$ cat src/rtl/ntt_pkg.sv
// Shared constants, butterfly mode encodings and FSM state encoding for the
// Kyber NTT/INTT sequencer.
package ntt_pkg;

  localparam int N      = 256;
  localparam int LOGN   = 8;
  localparam int LAYERS = 7;
  localparam int PAIRS  = 128;

  localparam logic [1:0] MODE_NTT  = 2'b00;
  localparam logic [1:0] MODE_INTT = 2'b01;
  localparam logic [1:0] MODE_BP   = 2'b10;
  localparam logic [1:0] MODE_IDLE = 2'b11;

  typedef logic [1:0] ntt_state_t;

  localparam ntt_state_t S_IDLE  = 2'd0;
  localparam ntt_state_t S_RUN   = 2'd1;
  localparam ntt_state_t S_DRAIN = 2'd2;
  localparam ntt_state_t S_FIN   = 2'd3;

endpackage

$ cat src/rtl/ntt_addr_delay.sv
// Fixed-depth shift register carrying {valid, addr_a, addr_b} from read issue
// to butterfly write-back; rst clears every stage so pending writes are dropped.
module ntt_addr_delay #(
  parameter int DEPTH = 4,
  parameter int AW    = 8
) (
  input  logic          clk,
  input  logic          rst,
  input  logic          in_valid,
  input  logic [AW-1:0] in_addr_a,
  input  logic [AW-1:0] in_addr_b,
  output logic          out_valid,
  output logic [AW-1:0] out_addr_a,
  output logic [AW-1:0] out_addr_b
);

  logic [DEPTH-1:0] vld_q;
  logic [AW-1:0]    a_q [DEPTH];
  logic [AW-1:0]    b_q [DEPTH];

  always_ff @(posedge clk) begin
    if (rst) begin
      vld_q <= '0;
      for (int i = 0; i < DEPTH; i++) begin
        a_q[i] <= '0;
        b_q[i] <= '0;
      end
    end else begin
      vld_q[0] <= in_valid;
      a_q[0]   <= in_addr_a;
      b_q[0]   <= in_addr_b;
      for (int i = 1; i < DEPTH; i++) begin
        vld_q[i] <= vld_q[i-1];
        a_q[i]   <= a_q[i-1];
        b_q[i]   <= b_q[i-1];
      end
    end
  end

  assign out_valid  = vld_q[DEPTH-1];
  assign out_addr_a = a_q[DEPTH-1];
  assign out_addr_b = b_q[DEPTH-1];

endmodule

$ cat src/rtl/ntt_ctrl.sv
// Kyber NTT/INTT sequencer: issues butterfly read pairs layer by layer and
// writes results back in place. Optional cycle counter: NTT_CTRL_CYCCNT_EN.
//
// Handshake: start is a one-cycle request honoured only when idle (inverse is
// sampled with it); busy stays high until the transform ends, then done
// pulses for exactly one cycle. rd_en/wr_en are unconditional strobes (no
// back-pressure): the RAM and butterfly must accept every issued pair.
module ntt_ctrl
  import ntt_pkg::*;
#(
  parameter int RD_LAT = 1,
  parameter int BF_LAT = 3
) (
  input  logic       clk,
  input  logic       rst,
  input  logic       start,
  input  logic       inverse,
  output logic       busy,
  output logic       done,
  output logic       rd_en,
  output logic [7:0] rd_addr_a,
  output logic [7:0] rd_addr_b,
  output logic [6:0] tw_addr,
  output logic [1:0] bf_mode,
  output logic       wr_en,
  output logic [7:0] wr_addr_a,
  output logic [7:0] wr_addr_b,
`ifdef NTT_CTRL_CYCCNT_EN
  output logic [15:0] cyc_cnt,
`endif
  output ntt_state_t state_dbg
);

  localparam int         LAT        = RD_LAT + BF_LAT;
  localparam logic [7:0] DRAIN_LAST = 8'(LAT - 1);

  ntt_state_t state;
  logic       inv_q;
  logic [2:0] lg;         // log2(len) of the current layer
  logic [2:0] layer;
  logic [7:0] base;       // group start s
  logic [6:0] j_off;      // j - s within the group
  logic [6:0] issue;
  logic [6:0] k;
  logic [7:0] drain_cnt;

  logic [7:0] len;
  logic [7:0] addr_a;
  logic [8:0] base_next;
  logic       grp_last;

  always_comb begin
    len       = 8'd1 << lg;
    addr_a    = base + {1'b0, j_off};
    grp_last  = ({1'b0, j_off} == (len - 8'd1));
    base_next = {1'b0, base} + {len, 1'b0};
  end

  assign rd_en     = (state == S_RUN);
  assign busy      = (state == S_RUN) || (state == S_DRAIN);
  assign done      = (state == S_FIN);
  assign rd_addr_a = rd_en ? addr_a : 8'd0;
  assign rd_addr_b = rd_en ? (addr_a + len) : 8'd0;
  assign tw_addr   = rd_en ? k : 7'd0;
  assign state_dbg = state;

  always_ff @(posedge clk) begin
    if (rst) begin
      state     <= S_IDLE;
      inv_q     <= 1'b0;
      lg        <= 3'd0;
      layer     <= 3'd0;
      base      <= 8'd0;
      j_off     <= 7'd0;
      issue     <= 7'd0;
      k         <= 7'd0;
      drain_cnt <= 8'd0;
      bf_mode   <= MODE_IDLE;
    end else begin
      case (state)
        S_IDLE: begin
          if (start) begin
            state     <= S_RUN;
            inv_q     <= inverse;
            bf_mode   <= inverse ? MODE_INTT : MODE_NTT;
            lg        <= inverse ? 3'd1 : 3'd7;
            k         <= inverse ? 7'd127 : 7'd1;
            layer     <= 3'd0;
            base      <= 8'd0;
            j_off     <= 7'd0;
            issue     <= 7'd0;
            drain_cnt <= 8'd0;
          end
        end
        S_RUN: begin
          issue <= issue + 7'd1;
          if (grp_last) begin
            j_off <= 7'd0;
            base  <= base_next[7:0];
            k     <= inv_q ? (k - 7'd1) : (k + 7'd1);
          end else begin
            j_off <= j_off + 7'd1;
          end
          if (issue == 7'(PAIRS - 1)) begin
            state     <= S_DRAIN;
            base      <= 8'd0;
            drain_cnt <= 8'd0;
          end
        end
        S_DRAIN: begin
          // Hold off the next layer until its predecessor's last write lands.
          if (drain_cnt == DRAIN_LAST) begin
            layer <= layer + 3'd1;
            lg    <= inv_q ? (lg + 3'd1) : (lg - 3'd1);
            state <= (layer == 3'(LAYERS - 1)) ? S_FIN : S_RUN;
          end else begin
            drain_cnt <= drain_cnt + 8'd1;
          end
        end
        S_FIN: begin
          bf_mode <= MODE_IDLE;
          state   <= S_IDLE;
        end
        default: state <= S_IDLE;
      endcase
    end
  end

`ifdef NTT_CTRL_CYCCNT_EN
  always_ff @(posedge clk) begin
    if (rst) begin
      cyc_cnt <= 16'd0;
    end else if ((state == S_IDLE) && start) begin
      cyc_cnt <= 16'd0;
    end else if (busy) begin
      cyc_cnt <= cyc_cnt + 16'd1;
    end
  end
`endif

  ntt_addr_delay #(
    .DEPTH(LAT),
    .AW   (8)
  ) u_delay (
    .clk       (clk),
    .rst       (rst),
    .in_valid  (rd_en),
    .in_addr_a (rd_addr_a),
    .in_addr_b (rd_addr_b),
    .out_valid (wr_en),
    .out_addr_a(wr_addr_a),
    .out_addr_b(wr_addr_b)
  );

endmodule

$ cat config.mk
export PLATFORM = sky130hd
export DESIGN_NAME = ntt_ctrl
export DESIGN_NICKNAME = d
export VERILOG_FILES = /design/src/rtl/ntt_pkg.sv /design/src/rtl/ntt_addr_delay.sv /design/src/rtl/ntt_ctrl.sv
export SDC_FILE = /design/constraint.sdc
export NUM_CORES = 1
export LEC_CHECK = 0
export ABC_AREA = 1
export CAP_MARGIN = 30
export CORE_MARGIN = 2
export CORE_UTILIZATION = 52
export CTS_CLUSTER_SIZE = 8
export DETAILED_ROUTE_END_ITERATION = 10
export PLACE_DENSITY = 0.73
export REMOVE_ABC_BUFFERS = 1
export SYNTH_ARGS = -nofsm -noshare
export SYNTH_HDL_FRONTEND = slang
export SYNTH_HIERARCHICAL = 1
export SYNTH_SLANG_ARGS = --single-unit
export TNS_END_PERCENT = 100
$ cat constraint.sdc
create_clock -name clk -period 7.05 [get_ports clk]
set_input_delay 1.0575 -clock clk [delete_from_list [all_inputs] [get_ports clk]]
set_output_delay 1.0575 -clock clk [all_outputs]
set_load 0.01 [all_outputs]
Word-level counts from Yosys, hierarchy flattened:

Memory sizes are Yosys's and may differ from the RTL's.
Index checks and enable logic that the tools add are counted.

* register bits: 52
* RAM bits: 64
* bits of input ports: 4
* output and inout port bits: 47
* logic and storage cells: 107
* memories kept: 2

* add/sub/neg operators: 12
* equal/unequal tests: 13
* shifts and indexed selects: 1
* multiplexer cells: 46
* bitwise operators: 8
* reduce and logical (&&, ||, !) cells: 14

Memories
* u_delay.a_q: depth 4, width 8, read ports 4, clocked after Yosys merged registers in 0, wr ports 4, line ntt_addr_delay.sv:18 `logic [AW-1:0] a_q [DEPTH];`
* u_delay.b_q: depth 4, width 8, read ports 4, clocked after Yosys merged registers in 0, wr ports 4, line ntt_addr_delay.sv:19 `logic [AW-1:0] b_q [DEPTH];`

Operator list (number)
* 2-to-1 mux 8 bit: 15
* 2-to-1 mux 7 bit: 7
* case mux 7 bit (2 select lines): 3
* case mux 8 bit (3 select lines): 1
* adder 7 x 1 -> 7 bit (second input constant): 3
* 2-to-1 mux 3 bit: 6
* adder 8 bit: 2
* case mux 8 bit (2 select lines): 1
* case mux 3 bit (2 select lines): 2
* AND reduction 3 bit: 4
* 2-to-1 mux 2 bit: 5
* adder 8 x 1 -> 8 bit (second input constant): 1
* adder 8 x 7 -> 8 bit: 1
* equality test 7 x 8 -> 1 bit: 1
* equality test 8 x 2 -> 1 bit (second input constant): 1
* bitwise OR 1 bit: 8
* case mux 2 bit (4 select lines): 1
* << shifter 1 x 3 -> 8 bit (first input constant): 1
* subtractor 8 x 1 -> 8 bit (second input constant): 1
* equality test 7 bit (second input constant): 1
* subtractor 7 x 1 -> 7 bit (second input constant): 1
* adder 3 x 1 -> 3 bit (second input constant): 2
* inequality test 2 x 1 -> 1 bit (second input constant): 3
* AND reduction 2 bit: 3
* 13 further kinds: 20

Longest topological paths before layout:

* word-level depth: 6
* mapped depth: 20

By module:

Netlist, hierarchy kept.

By module, submodules not included
* ntt_ctrl: instances 1, cells an instance 587, area each 3873.7 µm²
* ntt_addr_delay: instances 1, cells an instance 220, area each 1990.7 µm²

Worst setup path after synthesis:

No wires, ideal clock.

* kind: reg-to-output
* from: register lg[0]
* to: output rd_addr_b[6]
* data arrival time: 2.360 ns
* setup slack: 3.632 ns
* stages on the path, launching flop included: 13
* path buffers: 1
* cell sequence: dfxtp_1 buf_4 inv_2 nor3_1 inv_1 fa_1 nor2_1 o21ai_0 nand2_1 a21oi_1 o21ai_0 o21ai_0 a21oi_1

* word-level cells in the longest chain between the ends: 3

Ends and longest elaborated chain
* start, declared: line ntt_ctrl.sv:39 `logic [2:0] lg;`
* start signal, assigned: line ntt_ctrl.sv:86 `lg <= inverse ? 3'd1 : 3'd7;`
* start signal, assigned: line ntt_ctrl.sv:114 `lg <= inv_q ? (lg + 3'd1) : (lg - 3'd1);`
* << shifter 1 x 3 -> 8 bit: line ntt_ctrl.sv:53 `len = 8'd1 << lg;`
* adder 8 bit: line ntt_ctrl.sv:63 `assign rd_addr_b = rd_en ? (addr_a + len) : 8'd0;`
* 2-to-1 mux 8 bit: line ntt_ctrl.sv:63
* end, declared: line ntt_ctrl.sv:22 `output logic [7:0] rd_addr_b,`

Every way passes these cells.

Final worst setup path:

Same ends and word-level chain as after synthesis.

==> reports/qor.txt <==
Post-Route WL = 12700 µm
Least-Margin Pin Slew = 0.842 ns
Hold WC Path Type = reg -> reg
CTS sink cnt = 115
Crit path DAT = 3.68 ns
Slew Viols, Final = 0
Post-CTS setup buffers = 0
Fin crit share = 0.671
Layout cells sized above 1 = 0.0747
Clock power share = 0.360
GRT overflow = 0
Antenna violation net count after detailed routing = 0
Vias per Instance = 4.98
Area Growth Syn to Fin = 19.2%
Die Y = 110 µm
Synth async-reset ratio = 0
Worst Reg2Reg Path Length in Cells = 14
Relative slew slack = 0.439
Post-cts sizing count = 0
Critical R2R Capture = j_off[4]$_SDFFE_PP0P_
Pin count of the biggest net entering global routing = 85
Effective utilization at floorplan = 0.536
Layout Nets = 886
# diodes = 0
Vias in the first global route = 4559
DR pass1 iterations = 5
Placed cells = 966
Final WS setup = 2.32 ns
Net switching power = 949 µW
RSZ-0062 raised after global routing = no
H-tree lvl count = 4
Skew final = 0.0107 ns
Finish-stage setup viols = 0
Maximum clock rate = 0.211 GHz
Synth Register Bits = 115
Synth Area per Inst = 7.27 µm²
Min-Delay Path Depth = 2
VDD IR-drop max = 0.177 mV
Worst skew pair latency = 0.41 ns
Non-Filler Instances = 997
Sw frac = 0.354
Clock Tree Buf Depth = 2
WL per Instance = 12.7 µm
Crit-path max FO = 9
Gate Count Post-Synth = 807
CP startpoint kind = register
Type of the worst setup path = reg -> out
Number of hold buffers added after CTS = 0
Comb pwr share = 0.340
Required time of the critical path = 5.99 ns
R2r startpoint = lg[0]$_SDFFE_PP0P_
Die X-Extent = 110 µm
Vias = 4966
Final RePlAce weighted congestion = 0.883
Top FF cell, synth = dfxtp_1
PwrDens = 383 mW/mm²
Synthesis Warnings = 6
Buffers on Ports = 50
Pint = 1730 µW
# rows = 38
Post-synth EDFFs = 0
Root buffer cell = clkbuf_16
First-pass GRT wire length = 21000 µm
Area of the mapped netlist = 0.00586 mm²
Worst Hold End = u_delay/a_q[1][2]$_SDFF_PP0_
Dpl hpwl = 8600 µm
Worst-path clk slew = 0.05 ns
Final TNS setup = 0 ns
# Max-Cap Violations = 0
Core area = 0.0109 mm²
# IOs = 51
Lkg Pwr = 0.00309 µW
Most used routing layer = met2
Status = finished, final reports clean
Hold path startpoint = u_delay/a_q[0][2]$_SDFF_PP0_
DRT iter0 DRCs = 348
Sequential share of power = 0.300
Post-synthesis cell type count = 41
Met1 usage = 0.279
Setup crit end kind = primary output
Hold Vio Cnt, Final = 0
Met2 Resource Use GR = 0.369
R2R Setup Slk = 3.84 ns
Met3 usage = 0.0617
Cts bufs inserted = 17
Initial antenna violation count = 0
GR Util All Layers = 0.225
Die ar. = 0.0121 mm²
Number of remaining DRC errors = 0
Register area share after synthesis = 0.393
Post-Place Worst Slack = 2.73 ns
Crit path time final = 4.73 ns
CTS tree = done
[registers in the layout, summed over array words and instances (netlist names)]
name and cells:
base 7, bf_mode 2, drain_cnt 8, inv_q 1, issue 7, j_off 7, k 7, layer 3
lg 3, state_dbg 2, u_delay/a_q 32, u_delay/b_q 32, u_delay/vld_q 4
[synthesized netlist by cell type, drive strengths merged, types with 3 or more instances]
cell / instances / share of area
nand4: 15 / 0.017
or2: 4 / 0.0043
o211ai: 3 / 0.0047
nor3: 13 / 0.013
ha: 33 / 0.070
nand3: 40 / 0.039
xor2: 13 / 0.019
nand3b: 5 / 0.0064
buf: 26 / 0.033
xnor2: 9 / 0.013
inv: 156 / 0.10
o21bai: 3 / 0.0038
nand2: 133 / 0.087
fa: 4 / 0.014
o21ai: 26 / 0.024
a21oi: 50 / 0.043
dfxtp: 115 / 0.39
clkbuf: 7 / 0.0047
nor2: 142 / 0.098
a31oi: 3 / 0.0032
[cell type report]
| type | instances | area, µm² |
|---|---|---|
| Clock buffer | 22 | 464 |
| Inverter | 157 | 589 |
| Multi-Input combinational cell | 502 | 2750 |
| Fill cell | 980 | 3940 |
| Tap cell | 140 | 175 |
| Timing Repair Buffer | 52 | 510 |
| Sequential cell | 115 | 2300 |
| Clock inverter | 9 | 201 |
[power by group through the flow]
stage	clock network, µW	logic [µW]	registers (µW)
floorplan	0	641	801
global placement	0	869	812
detailed placement	0	895	817
CTS	974	907	805
global route	1010	1030	817
finish	964	912	804
[cell usage in the layout (no fill, tap or decap), drive strengths merged, types with 3 or more instances in the layout]
cell and instances:
fa 4, o21bai 3, dfxtp 115, buf 3, nor2 142, a31oi 3
xor2 13, clkdlybuf4s50 49, nand3 40, a21oi 50, o211ai 3, o21ai 26
clkinv 3, nand2 133, nand4 15, xnor2 9, ha 33, or2 4
clkbuf 22, inv 156, nand3b 5, nor3 13, bufinv 6
[cells by family (layout without fill, tap and decap cells)]
logic type | after synthesis | after routing | share of synthesized area
muxes | 1 | 1 | 0.00171
adders and majority gates | 37 | 37 | 0.0841
buffers and inverters | 190 | 240 | 0.138
and+or+nand+nor | 354 | 354 | 0.267
xor gates and xnor gates | 22 | 22 | 0.0329
DFF | 115 | 115 | 0.393
AOI/OAI and AO/OA | 88 | 88 | 0.0832
[through the flow]
step           total power [µW]  hold slack (ns)  instance area (µm²)  utilization
2_1_floorplan              1440            0.388                 5640            -
3_3_place_gp               1680            0.389                 6330        0.579
3_5_place_dp               1710            0.392                 6330        0.579
4_1_cts                    2690            0.398                 6990        0.639
5_1_grt                    2850            0.405                 6990        0.639
6_report                   2680            0.399                 6990        0.639
[worst max path at each step]
| stage | depth (start not counted) | from | endpoint | slack (ns) |
|---|---|---|---|---|
| floorplan | 11 | lg[0]$_SDFFE_PP0P_ | rd_addr_b[6] | 3.51 |
| global placement | 12 | lg[0]$_SDFFE_PP0P_ | rd_addr_b[6] | 2.83 |
| detailed placement | 12 | lg[0]$_SDFFE_PP0P_ | rd_addr_b[6] | 2.73 |
| CTS | 12 | lg[0]$_SDFFE_PP0P_ | rd_addr_b[6] | 2.28 |
| global route | 12 | lg[0]$_SDFFE_PP0P_ | rd_addr_b[6] | 1.91 |
| finish | 12 | lg[0]$_SDFFE_PP0P_ | rd_addr_b[6] | 2.32 |
[metal layers]
metal	up-vias	routed length (µm)
li1	2560	-
met3	16	586
met1	2273	5860
met4	0	182
met5	-	0
met2	117	6060
[worst max-delay path, cell delays in order, from the launching register on]
cell and delay [ns]:
dfxtp_1 0.61, inv_2 0.11, nor3_1 0.46, inv_1 0.17, fa_1 0.48, nor2_1 0.11
o21ai_0 0.07, nand2_1 0.11, a21oi_1 0.08, o21ai_0 0.19, o21ai_0 0.10, a21oi_1 0.19
clkdlybuf4s50_1 0.57
No activity file was read; power rests on OpenSTA's default activity.
